==> src/rtl/reg_bank_dump_loader_if.sv <==
// Bus bundle between reg_bank_dump_loader (master side) and the register bank
// plus the two word streams (slave side).
//
// Stream handshake rule (both the dump stream outData/outValid/outReady and the
// load stream inData/inValid/inReady): a word moves on a rising clk edge where
// valid and ready are both high. Once valid is raised, the sender holds valid
// and data unchanged until that edge. Ready may change freely.
interface reg_bank_dump_loader_if #(
    parameter int DATA_W = 64,
    parameter int ADDR_W = 5
);
    logic              startDump;
    logic              startLoad;
    logic              busy;
    logic              done;
    logic [ADDR_W-1:0] readReg;
    logic [DATA_W-1:0] RegData;
    logic              regWrite;
    logic [ADDR_W-1:0] writeReg;
    logic [DATA_W-1:0] writeData;
    logic [DATA_W-1:0] outData;
    logic              outValid;
    logic              outReady;
    logic [DATA_W-1:0] inData;
    logic              inValid;
    logic              inReady;
    logic [DATA_W-1:0] checksum;

    modport master (
        input  startDump, startLoad, RegData, outReady, inData, inValid,
        output busy, done, readReg, regWrite, writeReg, writeData,
               outData, outValid, inReady, checksum
    );

    modport slave (
        output startDump, startLoad, RegData, outReady, inData, inValid,
        input  busy, done, readReg, regWrite, writeReg, writeData,
               outData, outValid, inReady, checksum
    );
endinterface

==> src/rtl/reg_bank_dump_loader.sv <==
// reg_bank_dump_loader: walks register indices FIRST_REG..LAST_REG of the
// register bank, either streaming their contents out (dump) or writing words
// taken from an input stream into them (load).
// Optional feature: define REGDUMP_CHECKSUM_EN to enable the running XOR
// checksum of transferred words; otherwise the checksum port is tied to 0.
// The FSM state is exposed on dbg_state.
module reg_bank_dump_loader #(
    parameter int DATA_W    = 64,
    parameter int ADDR_W    = 5,
    parameter int FIRST_REG = 0,
    parameter int LAST_REG  = 31
) (
    input  logic                   clk,
    input  logic                   rst_n,
    reg_bank_dump_loader_if.master bus,
    output logic [2:0]             dbg_state
);

    typedef enum logic [2:0] {
        IDLE     = 3'd0,
        RD_ISSUE = 3'd1,
        RD_CAPT  = 3'd2,
        RD_SEND  = 3'd3,
        LD_WAIT  = 3'd4,
        LD_WRITE = 3'd5,
        FIN      = 3'd6
    } state_t;

    localparam logic [ADDR_W-1:0] FIRST_IDX = ADDR_W'(FIRST_REG);
    localparam logic [ADDR_W-1:0] LAST_IDX  = ADDR_W'(LAST_REG);

    state_t            state;
    state_t            state_next;
    logic [ADDR_W-1:0] idx;
    logic [DATA_W-1:0] out_data;
    logic [DATA_W-1:0] write_data;
    logic              at_last;
    logic              dump_hs;
    logic              load_hs;
    logic              dump_phase;

    assign at_last    = (idx == LAST_IDX);
    assign dump_hs    = (state == RD_SEND) && bus.outReady;
    assign load_hs    = (state == LD_WAIT) && bus.inValid;
    assign dump_phase = (state == RD_ISSUE) || (state == RD_CAPT) || (state == RD_SEND);

    // State register; reset aborts any transfer in progress.
    always_ff @(posedge clk) begin
        if (!rst_n) state <= IDLE;
        else        state <= state_next;
    end

    // Next-state logic; dump wins when both starts arrive together, and
    // starts seen outside IDLE are dropped.
    always_comb begin
        state_next = state;
        case (state)
            IDLE: begin
                if (bus.startDump)      state_next = RD_ISSUE;
                else if (bus.startLoad) state_next = LD_WAIT;
            end
            RD_ISSUE: state_next = RD_CAPT;
            RD_CAPT:  state_next = RD_SEND;
            RD_SEND: begin
                if (bus.outReady) state_next = at_last ? FIN : RD_ISSUE;
            end
            LD_WAIT: begin
                if (bus.inValid) state_next = LD_WRITE;
            end
            LD_WRITE: state_next = at_last ? FIN : LD_WAIT;
            FIN:      state_next = IDLE;
            default:  state_next = IDLE;
        endcase
    end

    // Register index: parked at FIRST_REG in IDLE, advanced after each word,
    // never moved past LAST_REG.
    always_ff @(posedge clk) begin
        if (!rst_n) begin
            idx <= FIRST_IDX;
        end else if (state == IDLE) begin
            idx <= FIRST_IDX;
        end else if ((dump_hs || (state == LD_WRITE)) && !at_last) begin
            idx <= idx + 1'b1;
        end
    end

    // Capture bank read data one cycle after the index was presented; the
    // word then stays put until the next capture.
    always_ff @(posedge clk) begin
        if (!rst_n)                out_data <= '0;
        else if (state == RD_CAPT) out_data <= bus.RegData;
    end

    // Capture the accepted load word; it feeds writeData in LD_WRITE and
    // is held afterwards.
    always_ff @(posedge clk) begin
        if (!rst_n)       write_data <= '0;
        else if (load_hs) write_data <= bus.inData;
    end

`ifdef REGDUMP_CHECKSUM_EN
    logic [DATA_W-1:0] checksum_q;
    logic              start_accept;

    assign start_accept = (state == IDLE) && (bus.startDump || bus.startLoad);

    // Running XOR of every word moved: cleared on an accepted start, then
    // left untouched from done until the next start.
    always_ff @(posedge clk) begin
        if (!rst_n)            checksum_q <= '0;
        else if (start_accept) checksum_q <= '0;
        else if (dump_hs)      checksum_q <= checksum_q ^ out_data;
        else if (load_hs)      checksum_q <= checksum_q ^ bus.inData;
    end

    assign bus.checksum = checksum_q;
`else
    assign bus.checksum = '0;
`endif

    // Every control output is decoded from the registered state, so reset
    // forces them all low on the next edge.
    assign bus.busy      = (state != IDLE);
    assign bus.done      = (state == FIN);
    assign bus.readReg   = dump_phase ? idx : '0;
    assign bus.outValid  = (state == RD_SEND);
    assign bus.outData   = out_data;
    assign bus.inReady   = (state == LD_WAIT);
    assign bus.regWrite  = (state == LD_WRITE);
    assign bus.writeReg  = (state == LD_WRITE) ? idx : '0;
    assign bus.writeData = write_data;
    assign dbg_state     = state;

endmodule

==> src/flat_wrapper.sv <==
// flat-port wrapper written by rule: the top's interface ports become plain ports
module reg_bank_dump_loader_flat 
#(
    parameter int DATA_W    = 64,
    parameter int ADDR_W    = 5,
    parameter int FIRST_REG = 0,
    parameter int LAST_REG  = 31
)
  (clk, rst_n, dbg_state, bus_startDump, bus_startLoad, bus_RegData, bus_outReady, bus_inData, bus_inValid, bus_busy, bus_done, bus_readReg, bus_regWrite, bus_writeReg, bus_writeData, bus_outData, bus_outValid, bus_inReady, bus_checksum);
  reg_bank_dump_loader_if #(.DATA_W(DATA_W), .ADDR_W(ADDR_W)) bus_i ();
  input  logic clk;
  input  logic rst_n;
  output logic [2:0] dbg_state;
  input wire logic [$bits(bus_i.startDump)-1:0] bus_startDump;
  input wire logic [$bits(bus_i.startLoad)-1:0] bus_startLoad;
  input wire logic [$bits(bus_i.RegData)-1:0] bus_RegData;
  input wire logic [$bits(bus_i.outReady)-1:0] bus_outReady;
  input wire logic [$bits(bus_i.inData)-1:0] bus_inData;
  input wire logic [$bits(bus_i.inValid)-1:0] bus_inValid;
  output wire logic [$bits(bus_i.busy)-1:0] bus_busy;
  output wire logic [$bits(bus_i.done)-1:0] bus_done;
  output wire logic [$bits(bus_i.readReg)-1:0] bus_readReg;
  output wire logic [$bits(bus_i.regWrite)-1:0] bus_regWrite;
  output wire logic [$bits(bus_i.writeReg)-1:0] bus_writeReg;
  output wire logic [$bits(bus_i.writeData)-1:0] bus_writeData;
  output wire logic [$bits(bus_i.outData)-1:0] bus_outData;
  output wire logic [$bits(bus_i.outValid)-1:0] bus_outValid;
  output wire logic [$bits(bus_i.inReady)-1:0] bus_inReady;
  output wire logic [$bits(bus_i.checksum)-1:0] bus_checksum;
  assign bus_i.startDump = bus_startDump;
  assign bus_i.startLoad = bus_startLoad;
  assign bus_i.RegData = bus_RegData;
  assign bus_i.outReady = bus_outReady;
  assign bus_i.inData = bus_inData;
  assign bus_i.inValid = bus_inValid;
  assign bus_busy = bus_i.busy;
  assign bus_done = bus_i.done;
  assign bus_readReg = bus_i.readReg;
  assign bus_regWrite = bus_i.regWrite;
  assign bus_writeReg = bus_i.writeReg;
  assign bus_writeData = bus_i.writeData;
  assign bus_outData = bus_i.outData;
  assign bus_outValid = bus_i.outValid;
  assign bus_inReady = bus_i.inReady;
  assign bus_checksum = bus_i.checksum;
  reg_bank_dump_loader #(.DATA_W(DATA_W), .ADDR_W(ADDR_W), .FIRST_REG(FIRST_REG), .LAST_REG(LAST_REG)) u_core (.clk(clk), .rst_n(rst_n), .bus(bus_i), .dbg_state(dbg_state));
endmodule
==> config.mk <==
export PLATFORM = sky130hd
export DESIGN_NAME = reg_bank_dump_loader_flat
export DESIGN_NICKNAME = d
export VERILOG_FILES = /design/src/rtl/reg_bank_dump_loader_if.sv /design/src/rtl/reg_bank_dump_loader.sv /design/src/flat_wrapper.sv
export SDC_FILE = /design/constraint.sdc
export NUM_CORES = 1
export LEC_CHECK = 0
export ABC_AREA = 1
export BUFFER_PORTS_ARGS = -buffer_cell sky130_fd_sc_hd__buf_2
export CAP_MARGIN = 20
export CORE_AREA = 2 2 135 137
export DETAILED_ROUTE_END_ITERATION = 16
export DIE_AREA = 0 0 137 139
export SYNTH_ARGS = -nofsm -noshare
export SYNTH_HDL_FRONTEND = slang
export SYNTH_SLANG_ARGS = --single-unit
==> constraint.sdc <==
create_clock -name clk -period 4.6 [get_ports clk]
set_clock_uncertainty 0.1 [all_clocks]
set_input_delay 0.92 -clock clk [delete_from_list [all_inputs] [get_ports clk]]
set_output_delay 0.92 -clock clk [all_outputs]
set_load 0.01 [all_outputs]
# ---- Yosys cells after proc, flatten, opt, wreduce, memory -nomap -nowiden
# Index checks and enable logic that the tools add are counted.
# Widths: inputs -> output; s select.
dict set report totals {
  regBits 136
  wordCells 36
  in_bits 134
  output_inout_bits 210
}
dict set report classes {
  reduce_logical 11
  add_sub_neg 1
  bitwise 1
  muxes 9
  n_eq_ne 10
}
# op count
set ops {}
lappend ops {{$pmux 3 s6} 1}
lappend ops {{$mux 3} 5}
lappend ops {{$mux 5} 2}
lappend ops {{$eq 3x3->1 const B} 3}
lappend ops {{$eq 3x2->1 const B} 2}
lappend ops {{$add 5x1->5 const B} 1}
lappend ops {{$eq 5x5->1 const B} 1}
lappend ops {{$ne 2x2->1 const B} 2}
lappend ops {{$eq 3x1->1 const B} 1}
lappend ops {{$logic_and 1x1->1} 3}
lappend ops {{$logic_not 3->1} 1}
lappend ops {{$logic_or 1x1->1} 3}
lappend ops {{$ne 3x3->1 const B} 1}
lappend ops {{$reduce_and 3->1} 1}
lappend ops {{$reduce_bool 3->1} 1}
lappend ops {{$mux 2} 1}
lappend ops {{$reduce_or 2->1} 1}
lappend ops {{$logic_not 1->1} 1}
lappend ops {{$not 1->1} 1}

# ---- Logic depth before layout (Yosys ltp)
# Gate-level depths: netlist of the first run.
dict set report logic_depth {
  depth_word 4
  depth_mapped 10
  depth_no_buf 10
}

# ---- Least setup slack after synthesis of the first run
# OpenSTA, ideal clock, no wires.
dict set report synth_timing {
  path_type {reg-to-output}
  start {register u_core.state[1] (netlist: u_core.dbg_state[1])}
  end {output port bus_readReg[0]}
  n_path_buf 1
  arrival_ns 0.960
  slack_ns 2.620
  path_stages_with_launch 4
  cell_sequence {dfxtp_1 -> buf_4 -> o21ai_0 -> nor2_1}
}
dict set report synth_between {
  elab_chain_cells 4
}
# item line_no
set synth_rtl {}
lappend synth_rtl {{start, declared} reg_bank_dump_loader.sv:32} ;# state_t state;
lappend synth_rtl {{start signal, assigned} reg_bank_dump_loader.sv:50} ;# else state <= state_next;
lappend synth_rtl {{$eq 3x1->1 or $eq 3x2->1 (tied branches)} reg_bank_dump_loader.sv:45} ;# assign dump_phase = (state == RD_ISSUE) || (state == RD_CAPT) || (state == RD_SEND);
lappend synth_rtl {{$logic_or 1x1->1} reg_bank_dump_loader.sv:45}
lappend synth_rtl {{$logic_or 1x1->1 (*)} reg_bank_dump_loader.sv:45}
lappend synth_rtl {{$mux 5 (*)} reg_bank_dump_loader.sv:126} ;# assign bus.readReg = dump_phase ? idx : '0;
lappend synth_rtl {{end, declared} flat_wrapper.sv:22} ;# output wire logic [$bits(bus_i.readReg)-1:0] bus_readReg;
# Mark *: on every way between the ends. The rest lies on a longest branch, timed or not.

# ---- Worst setup path in the final report of the first run
dict set report layout_timing {
  start {register u_core.state[2] (netlist: u_core.dbg_state[2])}
  end {output port bus_readReg[1]}
}
# The elaborated chain is that of the path after synthesis.

==> results of run 1 <==
[sequential cells by signal, indices dropped and copies added, names as in the netlist]
register	flops
u_core.bus.outData	64
u_core.bus.writeData	64
u_core.idx	5
u_core.dbg_state	3
[cell families after synthesis]
kind of cell | count (synthesis)
simple gates | 316
compound gates | 139
buf+inv | 139
flops | 136
fa+ha+maj | 2
xor+xnor | 1
other cells | 1
[area by class of cell]
cell class / count / share of cell area [%]
clock buffer: 19 / 5.88
clock inverter: 13 / 2.56
inverter: 19 / 0.980
multi-input combinational: 522 / 31.3
sequential: 136 / 36.1
tap: 229 / 3.80
timing repair buffer: 287 / 19.3
[cells in the final DEF (no fill, tap or decap), types with 4 or more instances in the layout]
master,instances
buf_2,279
nand2_1,150
nand3_1,142
dfxtp_1,136
a21oi_1,134
conb_1,64
nor2_1,18
clkbuf_16,17
inv_1,15
buf_4,8
o21ai_0,5
bufinv_16,4
[worst max path at each step]
stage / start / endpoint / slack [ns] / cells after the start
floorplan: u_core.dbg_state[1] / bus_readReg[0] / 2.62 / 3
global placement: rst_n / u_core.bus.writeData[8] / 2.12 / 4
detailed placement: rst_n / u_core.bus.outData[51] / 2.11 / 4
CTS: u_core.dbg_state[2] / bus_readReg[2] / 1.95 / 4
global route: u_core.dbg_state[0] / bus_readReg[4] / 1.80 / 3
finish: u_core.dbg_state[2] / bus_readReg[1] / 1.96 / 4
[routing by layer]
layer	GRT usage (%)	vias up	routed length [um]
met1	19.6	2521	6970
met4	5.97	0	264
met2	26.1	229	7620
met5	0	-	0
met3	5.67	16	1420
li1	-	2820	-
[per-stage QoR]
| step | area [sq um] | hold slack [ns] | total power, mW | utilization, % |
|---|---|---|---|---|
| final | 7530 | 0.357 | 4.17 | 42.7 |
| after global routing | 7530 | 0.368 | 4.42 | 42.7 |
| after CTS | 7530 | 0.359 | 4.23 | 42.7 |
| after detailed placement | 6900 | 0.349 | 2.74 | 39.1 |
| after global placement | 6900 | 0.345 | 2.74 | 39.1 |
| after floorplan | 5970 | 0.354 | 2.44 | - |
[power by group]
part	internal (mW)	switching, mW
Clock	0.929	0.541
Sequential	1.37	0.119
Combinational	0.396	0.814
Total	2.69	1.47
[worst max-delay path, stage by stage (launching register included)]
cell and delay [ns]:
dfxtp_1 0.51, inv_1 0.20, o21ai_0 0.27, nor2_1 0.08, buf_2 0.16
==> reports/results.txt, run 1 <==
Vias post-DR: 5586
Post-Synth Adder-Cell Area: 0.436%
Leakage: 3.49 nW
Largest family of logic cells by synthesized area: simple AND/OR/NAND/NOR gates
Core ar.: 0.0177 sq mm
Worst endpoint required time: 3.58 ns
Full die area: 0.0190 sq mm
Pin count of the biggest net entering global routing: 94
Commonest cells in the netlist: nand2_1, nand3_1, dfxtp_1, a21oi_1, buf_4
Post-synth top flop: dfxtp_1
Setup_tns: 0 ns
Synth Instances: 734
Cell Area, Synth: 0.00574 sq mm
Syn-to-layout area delta: 31.3%
Dpl hpwl: 11000 um
Non-filler instance count after layout: 1225
Die H: 139 um
Share of the synthesized area in the top cell type: 47.5%
Antenna viol nets, final: 0
Via-per-instance ratio: 4.56
Register area: 0.00272 sq mm
First-pass GRT wire length: 24600 um
Synth Register Bits: 136
Row count: 49
Worst r2r src: u_core.dbg_state[1]
Reg2Reg Capture Point: u_core.idx[1]
Grt total ovfl: 0
Crit path DAT: 1.62 ns
Crit Path Max Fanout: 8
Pwr Density: 553 mW/mm^2
Starting Density: 32.5%
Initial DRC Count: 238
# diodes: 0
Hold endpoint: u_core.bus.writeData[9]
Worst Hold Depth: 2
Most frequent cell after synthesis: nand2_1
Outcome: complete, no violations
Pre-CTS WS: 2.11 ns
FF-to-FF path depth: 8
Hold path start: u_core.bus.writeData[9]
Layout Nets: 1119
Syn_area_per_cell: 7.82 sq um
Final Worst Setup Slack: 1.96 ns
Initial antenna violation count: 0
Multi-input gate area: 0.00236 sq mm
Final setup fails: 0
Synth warn: 0
Num ports: 344
Num CTS Buffers: 17
Post-synthesis xor/xnor area fraction: 0.153%
Register area share after synthesis: 47.5%
Final WL: 16300 um
Tightest Hold Check Type: reg2reg
Max Transition Viols Final: 0
Vias in the first global route: 4855
Placed Cells: 1193
Setup Crit Path Kind: reg2out
Deepest clock path buffer count: 2
Root Buffer: clkbuf_16
Fraction of layout cells with a size suffix above 1: 32.7%
Post-CTS sizing: 0
RSZ-0062 raised after global routing: no
Synth area leader: dfxtp_1
TritonRoute pass-1 iters: 4
Compound-Gate Fraction of Synth Area: 12.1%
CTS tree: built
Asr flop ratio synth: 0%
Max Cap Violations: 0
Htree depth: 4
Synth area leaders: dfxtp_1, nand3_1, a21oi_1
Fin. Hold Viols: 0
Relative max-transition margin: 34.7%
Final period util: 57.4%
Post-route DRC: 0
CP startpoint kind: flip-flop
Filler Cell Count: 1847
GRT Total Usage: 16.1%
Gpl congestion: 0.791
CTS sink count: 136
Post-CTS setup buffers: 0
Number of port buffers: 279
Final Critical Period: 2.64 ns
Max frequency: 379 MHz
Netlist cell types: 19
Tightest Pin Transition: 0.980 ns
Proportion of synthesized area in mux cells: 0%
Worst Setup End Kind: primary output
Average wire per standard cell: 13.3 um
Hold_buf cts: 0
Max VDD drop: 290 uV
R2r setup slk: 2.18 ns
Horiz. Die Dim: 137 um
Count of flip-flops with a built-in enable after synthesis: 0
Clock-pin slew on the worst setup and hold paths: 0.06 ns
Post-Synth Simple-Gate Area: 24.1%
Clk_lat worst skew: 0.41 ns
Power figures use the tool's default switching activity.
==> run 2: changes to the inputs <==
==> constraint.sdc (replaced) <==
create_clock -name clk -period 2.5 [get_ports clk]
set_clock_uncertainty 0.1 [all_clocks]
set_input_delay 0.5 -clock clk [delete_from_list [all_inputs] [get_ports clk]]
set_output_delay 0.5 -clock clk [all_outputs]
set_load 0.01 [all_outputs]
==> run 2 against run 1 <==
Effect of this change:
- routed wire length grew 1.7%
- via count rose by 0.52%
- global-route usage grew 0.26 points
- die area did not move
- cell area is essentially flat
- critical path depth decreased by 1
- sequential share of layout area barely moved
- flip-flop and latch count is the same
- critical path type unchanged
- critical endpoint is now bus_readReg[3]
==> reports/results.txt, run 2 (synthesis gave the netlist of run 1 again) <==
Outcome: complete, no violations
Leakage: 3.47 nW (-0.44%)
Pin count of the biggest net entering global routing: 65 (-31%)
Crit path DAT: 1.58 ns (-0.04 ns)
Final Critical Period: 2.18 ns
Initial antenna violation count: 1 (+1)
Antenna viol nets, final: 0 (unchanged)
Pre-CTS WS: 0.735 ns (-1.37 ns)
Setup_tns: 0 ns (unchanged)
Most common cell after layout, fill and taps aside: buf_2
Filler Cell Count: 1831 (-0.87%)
Initial DRC Count: 198 (-17%)
Max frequency: 459 MHz
First-pass GRT wire length: 25000 um (+1.7%)
Tightest Hold Check Type: in2reg
Gpl congestion: 0.859 (+8.6%)
Post-CTS sizing: 0 (unchanged)
Final WL: 16500 um (+1.7%)
Num ports: 344 (unchanged)
Hold_buf cts: 0 (unchanged)
Crit Path Max Fanout: 10 (+2)
Horiz. Die Dim: 137 um (unchanged)
Dpl hpwl: 11300 um (+2.4%)
Reg2Reg Capture Point: u_core.bus.outData[45]
Fraction of layout cells with a size suffix above 1: 32.9% (+0.17 points)
Starting Density: 32.5% (unchanged)
Die H: 139 um (unchanged)
Final setup fails: 0 (unchanged)
Htree depth: 4 (unchanged)
Root Buffer: clkbuf_16
CP startpoint kind: flip-flop
Placed cell area: 0.00698 sq mm (+1.2%)
FF-to-FF path depth: 5 (-3)
Relative max-transition margin: 55.5% (+21 points)
Worst Setup End Kind: primary output
Worst endpoint required time: 1.90 ns (-1.68 ns)
Placed Cells: 1194 (+0.084%)
Final period util: 87.1%
Number of port buffers: 279 (unchanged)
Commonest non-fill, non-tap cells in the layout: buf_2, nand2_1, nand3_1, dfxtp_1, a21oi_1
GRT Total Usage: 16.4% (+0.26 points)
Clk_lat worst skew: 0.41 ns (about the same)
R2r setup slk: 0.72 ns (-1.46 ns)
Max VDD drop: 422 uV (+46%)
TritonRoute pass-1 iters: 4 (unchanged)
Grt total ovfl: 0 (unchanged)
Worst r2r src: u_core.dbg_state[0]
Pwr Total: 7.40 mW (+77%)
Row count: 49 (unchanged)
Non-filler instance count after layout: 1227 (+0.16%)
Worst Hold Depth: 3 (+1)
Max Cap Violations: 0 (unchanged)
Full die area: 0.0190 sq mm (unchanged)
Deepest clock path buffer count: 2 (unchanged)
Via-per-instance ratio: 4.58 (+0.36%)
RSZ-0062 raised after global routing: no
Post-route DRC: 0 (unchanged)
Vias post-DR: 5615 (+0.52%)
Final Worst Setup Slack: 0.322 ns (-1.64 ns)
Vias in the first global route: 5016 (+3.3%)
CTS sink count: 136 (unchanged)
Layout Nets: 1120 (+0.089%)
Core ar.: 0.0177 sq mm (unchanged)
Finished Cell Area: 0.00754 sq mm (about the same)
Average wire per standard cell: 13.5 um (+1.5%)
Pwr Density: 981 mW/mm^2 (+77%)
Max Transition Viols Final: 0 (unchanged)
Hold path start: bus_RegData[0]
Setup Crit Path Kind: reg2out
Syn-to-layout area delta: 31.4% (about the same)
CTS tree: built
Hold endpoint: u_core.bus.outData[0]
Fin. Hold Viols: 0 (unchanged)
Tightest Pin Transition: 0.668 ns (-0.312 ns)
Post-CTS setup buffers: 0 (unchanged)
Clock-pin slew on the worst setup and hold paths: 0.06 ns (about the same)
Num CTS Buffers: 17 (unchanged)
[run 2: critical path, stage by stage, from the launching register on]
cell	delay, ns
dfxtp_1	0.44
o21ai_0	0.50
nor2_1	0.08
buf_2	0.16
[run 2: per-stage QoR]
stage / hold WS (ns) / utilization (%)
floorplan: 0.354 / -
global route: 0.238 / 42.7
detailed placement: 0.349 / 39.5
CTS: 0.225 / 42.7
global placement: 0.345 / 39.5
finish: 0.255 / 42.7
[run 2: layer usage]
layer	track usage, %	vias to the layer above	wire length, um
met2	26.6	229	7860
met4	5.81	0	231
met1	19.7	2553	6870
met3	6.18	15	1590
met5	0	-	0
li1	-	2818	-
[run 2: worst max path at each step]
stage | start | endpoint | cells after the start
finish | u_core.dbg_state[1] | bus_readReg[3] | 3
global route | u_core.dbg_state[1] | bus_readReg[4] | 3
CTS | u_core.dbg_state[1] | bus_readReg[3] | 3
detailed placement | u_core.dbg_state[0] | u_core.bus.outData[45] | 5
global placement | u_core.dbg_state[1] | u_core.bus.outData[52] | 6
floorplan | u_core.dbg_state[1] | bus_readReg[0] | 3
[run 2: report_power, final]
part           switching (mW)  internal [mW]
Sequential              0.225           2.52
Combinational            1.51          0.790
Clock                    1.04           1.32
[run 2: area by class of cell]
| cell class | count | area, sq um | area share, % |
|---|---|---|---|
| flip-flops and latches | 136 | 2720 | 36.1 |
| multi-input cells | 522 | 2360 | 31.3 |
| repair buffers | 288 | 1540 | 20.4 |
| clock buffers | 18 | 439 | 5.83 |
| well taps | 229 | 287 | 3.80 |
| clock inverters | 14 | 115 | 1.53 |
| inverters | 19 | 73.8 | 0.979 |
| diodes | 1 | 2.50 | 0.0332 |
